File: config.mk
export PLATFORM = sky130hd
export DESIGN_NAME = max7219_rx_flat
export DESIGN_NICKNAME = d
export VERILOG_FILES = /design/src/rtl/max7219_rx_if.sv /design/src/rtl/max7219_rx.sv /design/src/flat_wrapper.sv
export SDC_FILE = /design/constraint.sdc
export NUM_CORES = 1
export LEC_CHECK = 0
export ABC_AREA = 1
export BUFFER_PORTS_ARGS = -buffer_cell sky130_fd_sc_hd__buf_2
export CORE_MARGIN = 3
export CORE_UTILIZATION = 25
export CTS_CLUSTER_DIAMETER = 40
export DETAILED_ROUTE_END_ITERATION = 8
export GPL_ROUTABILITY_DRIVEN = 0
export RECOVER_POWER = 50
export SLEW_MARGIN = 10
export SYNTH_ARGS = -nofsm -noshare
export SYNTH_HDL_FRONTEND = slang
export SYNTH_SLANG_ARGS = --single-unit
File: constraint.sdc
create_clock -name sys_clk -period 2.1 [get_ports sys_clk]
set_clock_uncertainty 0.15 [all_clocks]
set_input_delay 0.42 -clock sys_clk [delete_from_list [all_inputs] [get_ports sys_clk]]
set_output_delay 0.42 -clock sys_clk [all_outputs]
set_load 0.005 [all_outputs]
File: src/rtl/max7219_rx_if.sv
// max7219_rx_if: bundles the serial link, the write-report bus and the
// display-state outputs of the MAX7219 receiver.
//   master : drives CS/CLK/Din (the driver side, or a testbench)
//   slave  : the receiver; drives DOUT, write report, register and scan outputs
interface max7219_rx_if;
    // serial link
    logic       CS;
    logic       CLK;
    logic       Din;
    logic       DOUT;
    // write report
    logic       wr_valid;
    logic [3:0] wr_addr;
    logic [7:0] wr_data;
    logic       frame_err;
    // register file views
    logic [3:0] intensity;
    logic [2:0] scan_limit;
    logic       shutdown_n;
    logic       test;
    logic [7:0] decode_mode;
    // digit scanner
    logic [7:0] dig_sel;
    logic [7:0] seg;

    modport master (
        output CS, CLK, Din,
        input  DOUT, wr_valid, wr_addr, wr_data, frame_err,
        input  intensity, scan_limit, shutdown_n, test, decode_mode,
        input  dig_sel, seg
    );

    modport slave (
        input  CS, CLK, Din,
        output DOUT, wr_valid, wr_addr, wr_data, frame_err,
        output intensity, scan_limit, shutdown_n, test, decode_mode,
        output dig_sel, seg
    );
endinterface

File: src/rtl/max7219_rx.sv
// max7219_rx: MAX7219-compatible serial receiver and display-state model.
// Oversamples the 3-wire link (CS/LOAD, CLK, Din) in the sys_clk domain,
// decodes 16-bit register writes into the MAX7219 register file, drives a
// cascade DOUT and a multiplexed digit scanner.
//
// Ports:
//   sys_clk  - system clock, all logic on its rising edge
//   _rst     - asynchronous active-low reset
//   bus      - max7219_rx_if.slave: CS/CLK/Din in; DOUT, wr_valid/wr_addr/
//              wr_data/frame_err, intensity/scan_limit/shutdown_n/test/
//              decode_mode, dig_sel/seg out
//
// Parameters:
//   SYNC_STAGES - synchronizer depth on CS/CLK/Din (>= 2)
//   SCAN_DIV    - sys_clk cycles per digit scan slot (>= 2)
//
// Optional feature macro: MAX7219_RX_CODEB_EN enables Code-B font decoding
// of digits whose decode_mode bit is set. Without it seg is always raw.
module max7219_rx #(
    parameter int unsigned SYNC_STAGES = 2,
    parameter int unsigned SCAN_DIV    = 50000
) (
    input  logic            sys_clk,
    input  logic            _rst,
    max7219_rx_if.slave     bus
);

    localparam int unsigned CNT_W      = 5;
    localparam int unsigned FRAME_BITS = 16;
    localparam int unsigned IDX_W      = 3;
    localparam int unsigned PRE_W      = (SCAN_DIV > 1) ? $clog2(SCAN_DIV) : 1;

    // ------------------------------------------------------------------
    // Input synchronizers and edge detection
    // ------------------------------------------------------------------
    logic [SYNC_STAGES-1:0] cs_sync;
    logic [SYNC_STAGES-1:0] clk_sync;
    logic [SYNC_STAGES-1:0] din_sync;
    logic                   cs_d;
    logic                   clk_d;

    always_ff @(posedge sys_clk or negedge _rst) begin
        if (!_rst) begin
            cs_sync  <= '1;
            clk_sync <= '0;
            din_sync <= '0;
            cs_d     <= 1'b1;
            clk_d    <= 1'b0;
        end else begin
            cs_sync  <= {cs_sync[SYNC_STAGES-2:0],  bus.CS};
            clk_sync <= {clk_sync[SYNC_STAGES-2:0], bus.CLK};
            din_sync <= {din_sync[SYNC_STAGES-2:0], bus.Din};
            cs_d     <= cs_sync[SYNC_STAGES-1];
            clk_d    <= clk_sync[SYNC_STAGES-1];
        end
    end

    logic cs_s;
    logic clk_s;
    logic din_s;
    logic cs_fall;
    logic cs_rise;
    logic clk_rise;
    logic clk_fall;

    assign cs_s     = cs_sync[SYNC_STAGES-1];
    assign clk_s    = clk_sync[SYNC_STAGES-1];
    assign din_s    = din_sync[SYNC_STAGES-1];
    assign cs_fall  =  cs_d & ~cs_s;
    assign cs_rise  = ~cs_d &  cs_s;
    assign clk_rise = ~clk_d &  clk_s;
    assign clk_fall =  clk_d & ~clk_s;

    // ------------------------------------------------------------------
    // Frame shifting; a CLK rise coinciding with the CS rise still belongs
    // to the frame, so the latch below looks at the post-shift values.
    // ------------------------------------------------------------------
    logic [15:0]      shreg;
    logic [CNT_W-1:0] bit_cnt;
    logic             out_bit;
    logic             shift_en;
    logic [15:0]      shreg_nx;
    logic [CNT_W-1:0] cnt_nx;
    logic             frame_ok;
    logic             frame_bad;
    logic [3:0]       addr_nx;
    logic [7:0]       data_nx;

    assign shift_en = clk_rise & (~cs_s | cs_rise);

    always_comb begin
        shreg_nx = shreg;
        cnt_nx   = bit_cnt;
        if (shift_en) begin
            shreg_nx = {shreg[14:0], din_s};
        end
        if (cs_fall) begin
            cnt_nx = '0;
        end else if (shift_en && (bit_cnt < CNT_W'(FRAME_BITS))) begin
            cnt_nx = bit_cnt + CNT_W'(1);
        end
    end

    assign frame_ok  = cs_rise & (cnt_nx >= CNT_W'(FRAME_BITS));
    assign frame_bad = cs_rise & (cnt_nx <  CNT_W'(FRAME_BITS));
    assign addr_nx   = shreg_nx[11:8];
    assign data_nx   = shreg_nx[7:0];

    always_ff @(posedge sys_clk or negedge _rst) begin
        if (!_rst) begin
            shreg         <= '0;
            bit_cnt       <= '0;
            out_bit       <= 1'b0;
            bus.DOUT      <= 1'b0;
            bus.wr_valid  <= 1'b0;
            bus.wr_addr   <= '0;
            bus.wr_data   <= '0;
            bus.frame_err <= 1'b0;
        end else begin
            shreg         <= shreg_nx;
            bit_cnt       <= cnt_nx;
            bus.wr_valid  <= frame_ok;
            bus.frame_err <= frame_bad;
            // bit leaving the top of the shift register, shown on the next fall
            if (shift_en) begin
                out_bit <= shreg[15];
            end
            if (clk_fall && !cs_s) begin
                bus.DOUT <= out_bit;
            end
            if (frame_ok) begin
                bus.wr_addr <= addr_nx;
                bus.wr_data <= data_nx;
            end
        end
    end

    // ------------------------------------------------------------------
    // Register file; writes become visible together with wr_valid
    // ------------------------------------------------------------------
    logic [7:0] digit [8];

    always_ff @(posedge sys_clk or negedge _rst) begin
        if (!_rst) begin
            for (int i = 0; i < 8; i++) begin
                digit[i] <= '0;
            end
            bus.decode_mode <= '0;
            bus.intensity   <= '0;
            bus.scan_limit  <= '0;
            bus.shutdown_n  <= 1'b0;
            bus.test        <= 1'b0;
        end else if (frame_ok) begin
            case (addr_nx)
                4'h1, 4'h2, 4'h3, 4'h4,
                4'h5, 4'h6, 4'h7, 4'h8: digit[IDX_W'(addr_nx - 4'd1)] <= data_nx;
                4'h9:    bus.decode_mode <= data_nx;
                4'hA:    bus.intensity   <= data_nx[3:0];
                4'hB:    bus.scan_limit  <= data_nx[2:0];
                4'hC:    bus.shutdown_n  <= data_nx[0];
                4'hF:    bus.test        <= data_nx[0];
                default: ;
            endcase
        end
    end

    // ------------------------------------------------------------------
    // Scan prescaler and digit index
    // ------------------------------------------------------------------
    logic [PRE_W-1:0] presc;
    logic [IDX_W-1:0] dig_idx;
    logic             slot_wrap;

    assign slot_wrap = (presc == PRE_W'(SCAN_DIV - 1));

    always_ff @(posedge sys_clk or negedge _rst) begin
        if (!_rst) begin
            presc   <= '0;
            dig_idx <= '0;
        end else if (slot_wrap) begin
            presc <= '0;
            // ">=" also catches an index stranded above a lowered scan_limit
            if (dig_idx >= bus.scan_limit) begin
                dig_idx <= '0;
            end else begin
                dig_idx <= dig_idx + IDX_W'(1);
            end
        end else begin
            presc <= presc + PRE_W'(1);
        end
    end

    // ------------------------------------------------------------------
    // Segment source for the selected digit
    // ------------------------------------------------------------------
    logic [7:0] digit_raw;
    logic [7:0] digit_seg;

    assign digit_raw = digit[dig_idx];

`ifdef MAX7219_RX_CODEB_EN
    // Code-B font, segments A..G in bits [6:0]
    function automatic logic [6:0] code_b(input logic [3:0] nib);
        logic [6:0] f;
        case (nib)
            4'h0:    f = 7'h7E;
            4'h1:    f = 7'h30;
            4'h2:    f = 7'h6D;
            4'h3:    f = 7'h79;
            4'h4:    f = 7'h33;
            4'h5:    f = 7'h5B;
            4'h6:    f = 7'h5F;
            4'h7:    f = 7'h70;
            4'h8:    f = 7'h7F;
            4'h9:    f = 7'h7B;
            4'hA:    f = 7'h01;  // '-'
            4'hB:    f = 7'h4F;  // 'E'
            4'hC:    f = 7'h37;  // 'H'
            4'hD:    f = 7'h0E;  // 'L'
            4'hE:    f = 7'h67;  // 'P'
            default: f = 7'h00;  // blank
        endcase
        return f;
    endfunction

    always_comb begin
        digit_seg = digit_raw;
        if (bus.decode_mode[dig_idx]) begin
            digit_seg = {digit_raw[7], code_b(digit_raw[3:0])};
        end
    end
`else
    assign digit_seg = digit_raw;
`endif

    // ------------------------------------------------------------------
    // Scanner outputs: test overrides shutdown, shutdown blanks everything
    // ------------------------------------------------------------------
    logic [7:0] dig_sel_c;
    logic [7:0] seg_c;
    logic [7:0] sel_onehot_n;

    assign sel_onehot_n = ~(8'h01 << dig_idx);

    always_comb begin
        dig_sel_c = 8'hFF;
        seg_c     = 8'h00;
        if (bus.test) begin
            dig_sel_c = sel_onehot_n;
            seg_c     = 8'hFF;
        end else if (bus.shutdown_n) begin
            dig_sel_c = sel_onehot_n;
            seg_c     = digit_seg;
        end
    end

    always_ff @(posedge sys_clk or negedge _rst) begin
        if (!_rst) begin
            bus.dig_sel <= 8'hFF;
            bus.seg     <= 8'h00;
        end else begin
            bus.dig_sel <= dig_sel_c;
            bus.seg     <= seg_c;
        end
    end

endmodule

File: src/flat_wrapper.sv
// flat-port wrapper written by rule: the top's interface ports become plain ports
module max7219_rx_flat 
#(
    parameter int unsigned SYNC_STAGES = 2,
    parameter int unsigned SCAN_DIV    = 50000
)
  (sys_clk, _rst, bus_CS, bus_CLK, bus_Din, bus_DOUT, bus_wr_valid, bus_wr_addr, bus_wr_data, bus_frame_err, bus_intensity, bus_scan_limit, bus_shutdown_n, bus_test, bus_decode_mode, bus_dig_sel, bus_seg);
  max7219_rx_if bus_i ();
  input  logic sys_clk;
  input  logic _rst;
  input wire logic [$bits(bus_i.CS)-1:0] bus_CS;
  input wire logic [$bits(bus_i.CLK)-1:0] bus_CLK;
  input wire logic [$bits(bus_i.Din)-1:0] bus_Din;
  output wire logic [$bits(bus_i.DOUT)-1:0] bus_DOUT;
  output wire logic [$bits(bus_i.wr_valid)-1:0] bus_wr_valid;
  output wire logic [$bits(bus_i.wr_addr)-1:0] bus_wr_addr;
  output wire logic [$bits(bus_i.wr_data)-1:0] bus_wr_data;
  output wire logic [$bits(bus_i.frame_err)-1:0] bus_frame_err;
  output wire logic [$bits(bus_i.intensity)-1:0] bus_intensity;
  output wire logic [$bits(bus_i.scan_limit)-1:0] bus_scan_limit;
  output wire logic [$bits(bus_i.shutdown_n)-1:0] bus_shutdown_n;
  output wire logic [$bits(bus_i.test)-1:0] bus_test;
  output wire logic [$bits(bus_i.decode_mode)-1:0] bus_decode_mode;
  output wire logic [$bits(bus_i.dig_sel)-1:0] bus_dig_sel;
  output wire logic [$bits(bus_i.seg)-1:0] bus_seg;
  assign bus_i.CS = bus_CS;
  assign bus_i.CLK = bus_CLK;
  assign bus_i.Din = bus_Din;
  assign bus_DOUT = bus_i.DOUT;
  assign bus_wr_valid = bus_i.wr_valid;
  assign bus_wr_addr = bus_i.wr_addr;
  assign bus_wr_data = bus_i.wr_data;
  assign bus_frame_err = bus_i.frame_err;
  assign bus_intensity = bus_i.intensity;
  assign bus_scan_limit = bus_i.scan_limit;
  assign bus_shutdown_n = bus_i.shutdown_n;
  assign bus_test = bus_i.test;
  assign bus_decode_mode = bus_i.decode_mode;
  assign bus_dig_sel = bus_i.dig_sel;
  assign bus_seg = bus_i.seg;
  max7219_rx #(.SYNC_STAGES(SYNC_STAGES), .SCAN_DIV(SCAN_DIV)) u_core (.sys_clk(sys_clk), ._rst(_rst), .bus(bus_i));
endmodule
==> out/qor.yml <==
run_status:
  outcome: "completed"
clock_network:
  cts_tree: "done"
  cts_buffers: 17
  cts.sink_count: 161
  clk_root_buffer_cell: "sky130_fd_sc_hd__clkbuf_16"
  cts.reportedPaths.clkPinSlew_ns: 0.07
  h-tree-depth: 4
  clock_latency_ns: 0.43
  clockBufferDepth: 2
worst_setup_path:
  critical-path-max-stage-delay_ns: 0.58
  register_to_register_path_setup_slack_ns: 0.10
  r2r-start: "u_core.cs_sync[1]$_DFF_PN1_"
  worst_ep_required_ns: 2.26
  criticalPathCategory: "flip-flop to flip-flop"
  worstSetupStartpointType: "flip-flop"
  r2r.worst_path.cells: 7
  critPathArrivalTime_ns: 2.15
  worstPathBufferInverterCount: 2
  path_delay_family: "flip-flops"
  crit-reg2reg-capture: "u_core.bus.shutdown_n$_DFFE_PN0P_"
  cell_with_the_largest_stage_delay_on_the_worst_path: "sky130_fd_sc_hd__dfstp_2"
  cp_cell_sequence: "nand2_4 -> nand3_2 -> inv_2 -> or2_2 -> o21ai_2 -> buf_4 -> o21ai_0"
  crit_path_end_kind: "flip-flop"
  timing.critical_path.fanout_max: 12
routing:
  vias_post_dr: 5497
  antenna_left: 0
  drc_errors: 0
  detail_route.wl_per_cell_um: 14.38
  detail_route.iter0.violations: 463
  detail_route.vias_per_cell: 4.429
  finalWirelength_um: 17840
  drt-pass1-iter-count: 5
timing:
  final.min_clock_period_ns: 1.997
  timing.slew.headroom_pct: 29.50
  post-route-period-util_pct: 95.11
  worst_hold_slack_ns: 0.2043
  achievable-frequency_ghz: 0.5007
  setup_viol: 0
  pnr_worst_setup_slack_ns: 0.1026
  max_slew.worst_pin.slew_ns: 1.057
  maxSlewViolCount: 0
  hold_violations: 0
final_layout:
  insertedDiodeCount: 0
  nets: 866
  finish.cell_count_without_fillers: 1241
  fillCellCount: 2869
  layout-area-overhead-vs-synth_pct: 22.99
  drive_above_1_share_pct: 22.94
  final_util_pct: 31.42
logic_synthesis:
  synth.cell_area_mm2: 0.007157
  synth-seq-area-share_pct: 56.49
  synth.lib_cells_used.distinct: 38
  synth_edf_count: 0
  synthesized_instance_count: 763
  postSynthNetCount: 779
  synth_async_reset_ratio_pct: 100.0
  synth-warning-count: 0
  synth-seq-cells: 161
  synth_top_flop_cell: "sky130_fd_sc_hd__dfrtp_1"
  synthesis.area_per_instance_um2: 9.380
pwr:
  pwr_density_cell_mw_per_mm2: 827.6
  worst_ir_drop_vdd_mv: 0.3628
  power.leakage_uw: 0.004343
  p_total_uw: 7285
min_path:
  worst_hold_path.endpoint: "u_core.din_sync[1]$_DFF_PN0_"
  hold_path.class: "flip-flop to flip-flop"
  hold_path_depth: 0
  timing.hold.worst.start: "u_core.din_sync[0]$_DFF_PN0_"
grt:
  grt_util_all_layers_pct: 12.10
  grt_max_degree: 42
  gr-total-overflow: 0
  wire_length_of_the_first_global_routing_pass_um: 29500
  grt_pass1_vias: 5326
  grt_antenna_before_repair: 0
die:
  floorplan.die_area_mm2: 0.03069
  core_mm2: 0.02801
  io-pin-count: 53
  chipHeight_um: 175.2
  placementRows: 61
  die_w_um: 175.2
  initial_utilization_pct: 25.55
placement:
  post-place-ws_ns: -0.2192
  place_hpwl_um: 12630
  port-buffer-count: 52
  placedCellCount: 1201
flow_run:
  cap_viol_max_count: 0
-- worst register-to-register path: cells and delay by family, from the launching register on --
| family | cells | cell delay (ns) |
|---|---|---|
| AO/OA/AOI/OAI | 2 | 0.24 |
| buffers and inverters | 2 | 0.35 |
| flip-flops | 1 | 0.58 |
| AND/OR/NAND/NOR | 3 | 0.56 |
-- synth_stat cells (6+ instances only) --
cell                       number  share of area (%)
sky130_fd_sc_hd__nor2_1        56                2.9
sky130_fd_sc_hd__nand4_2        6                1.0
sky130_fd_sc_hd__dfstp_2       11                4.0
sky130_fd_sc_hd__or2_2          8               0.70
sky130_fd_sc_hd__nor3_1         6               0.42
sky130_fd_sc_hd__nand2_2        7               0.61
sky130_fd_sc_hd__nand2_1      180                9.4
sky130_fd_sc_hd__clkbuf_1      15               0.79
sky130_fd_sc_hd__nand3_1       65                4.5
sky130_fd_sc_hd__o21ai_2       13                1.6
sky130_fd_sc_hd__o221ai_1      15                1.8
sky130_fd_sc_hd__o21ai_1       28                2.0
sky130_fd_sc_hd__buf_2          6               0.42
sky130_fd_sc_hd__nand4_1        6               0.52
sky130_fd_sc_hd__inv_1         54                2.8
sky130_fd_sc_hd__ha_1          11                1.9
sky130_fd_sc_hd__nand2_4        8                1.3
sky130_fd_sc_hd__a21oi_1        7               0.49
sky130_fd_sc_hd__dfrtp_1      150                 52
sky130_fd_sc_hd__o21ai_0       74                5.2
-- worst max path at each step --
| stage | startpoint | endpoint | slack [ns] | depth (start not counted) |
|---|---|---|---|---|
| after floorplan | u_core.dig_idx[0]$_DFFE_PN0N_ | u_core.dig_idx[0]$_DFFE_PN0N_ | 0.12 | 9 |
| final | u_core.cs_sync[1]$_DFF_PN1_ | u_core.bus.shutdown_n$_DFFE_PN0P_ | 0.10 | 7 |
| after global placement | u_core.clk_d$_DFF_PN0_ | u_core.digit[48]$_DFFE_PN0P_ | -0.23 | 7 |
| after global routing | u_core.cs_sync[1]$_DFF_PN1_ | u_core.digit[45]$_DFFE_PN0P_ | -0.009 | 11 |
| after detailed placement | u_core.clk_d$_DFF_PN0_ | u_core.digit[40]$_DFFE_PN0P_ | -0.22 | 7 |
| after CTS | u_core.cs_sync[1]$_DFF_PN1_ | u_core.digit[54]$_DFFE_PN0P_ | 0.01 | 9 |
-- timing repair --
action | 4_1_cts | 5_1_grt
buffers inserted | 0 | 3
pin swaps | 0 | 4
hold buffers | 4 | 0
resized for setup | 4 | 8
hold endpoints to repair | 38 | 0
cloned | 0 | 1
setup endpoints to repair | 16 | 58
-- cells by family after synthesis --
group	Yosys count	share of synthesized area [%]
buffers and inverters	88	5.402
adder cells (fa/ha/maj)	11	1.923
AO/OA/AOI/OAI	143	11.78
XOR/XNOR	3	0.3672
AND/OR/NAND/NOR	357	24.04
flip-flops	161	56.49
-- report_power, final --
part           leakage (uW)  internal [uW]  switching [uW]
logic               0.00192            243             601
registers           0.00214           3200            61.8
clock network      0.000287           1910            1270
total               0.00434           5350            1930
-- flip-flops by register name, summed over array words and instances, names as in the netlist, 2 cells and up --
name / flops
u_core.clk_sync: 2
u_core.bus.intensity: 4
u_core.bus.wr_data: 8
u_core.bit_cnt: 5
u_core.shreg: 16
u_core.bus.seg: 8
u_core.bus.decode_mode: 8
u_core.digit: 64
u_core.bus.scan_limit: 3
u_core.dig_idx: 3
u_core.cs_sync: 2
u_core.presc: 16
u_core.bus.dig_sel: 8
u_core.din_sync: 2
u_core.bus.wr_addr: 4
-- per-layer routing --
layer  vias up  share of wire (%)  wire [um]  GRT usage (%)
met5         -                  0          0              0
met4         0                2.1        381          4.654
met3        18                3.8        673          2.390
met2       125                 47       8304          18.87
met1      2631                 48       8482          16.58
li1       2723                  -          -              -
-- layout by cell type, fill, tap and decap left out, types with 4 or more instances in the layout --
cell / netlist / final
sky130_fd_sc_hd__dlygate4sd3_1: 0 / 4
sky130_fd_sc_hd__dfstp_2: 11 / 11
sky130_fd_sc_hd__nand2_2: 7 / 6
sky130_fd_sc_hd__o21ai_2: 13 / 15
sky130_fd_sc_hd__buf_4: 0 / 28
sky130_fd_sc_hd__or2_2: 8 / 8
sky130_fd_sc_hd__nand2_1: 180 / 179
sky130_fd_sc_hd__inv_1: 54 / 53
sky130_fd_sc_hd__clkbuf_1: 15 / 4
sky130_fd_sc_hd__inv_2: 5 / 6
sky130_fd_sc_hd__buf_2: 6 / 50
sky130_fd_sc_hd__clkbuf_16: 0 / 17
sky130_fd_sc_hd__nor3_1: 6 / 6
sky130_fd_sc_hd__nand2_4: 8 / 10
sky130_fd_sc_hd__o221ai_1: 15 / 15
sky130_fd_sc_hd__nand4_1: 6 / 6
sky130_fd_sc_hd__nand4_2: 6 / 5
sky130_fd_sc_hd__nand3_2: 2 / 4
sky130_fd_sc_hd__o21ai_1: 28 / 27
sky130_fd_sc_hd__a21oi_1: 7 / 7
sky130_fd_sc_hd__buf_12: 1 / 7
sky130_fd_sc_hd__ha_1: 11 / 11
sky130_fd_sc_hd__o21ai_0: 74 / 73
sky130_fd_sc_hd__nor2_1: 56 / 55
sky130_fd_sc_hd__dfrtp_1: 150 / 149
sky130_fd_sc_hd__nand3_1: 65 / 64
-- per-stage QoR --
stage               cell area (um^2)  setup TNS [ns]
floorplan                       7157               0
global placement                8104          -1.607
detailed placement              8104          -1.591
CTS                             8761               0
global route                    8802        -0.02127
finish                          8802               0
-- layout make-up --
| cell class | instances | area, um^2 | share of cell area (%) |
|---|---|---|---|
| Sequential cell | 161 | 4044 | 45.94 |
| Multi-Input combinational cell | 515 | 2774 | 31.51 |
| Timing Repair Buffer | 94 | 675.6 | 7.676 |
| Tap cell | 378 | 473.0 | 5.373 |
| Clock buffer | 20 | 446.7 | 5.075 |
| Inverter | 61 | 231.5 | 2.630 |
| Clock inverter | 12 | 157.7 | 1.791 |
No activity file was read; power rests on OpenSTA's default activity.
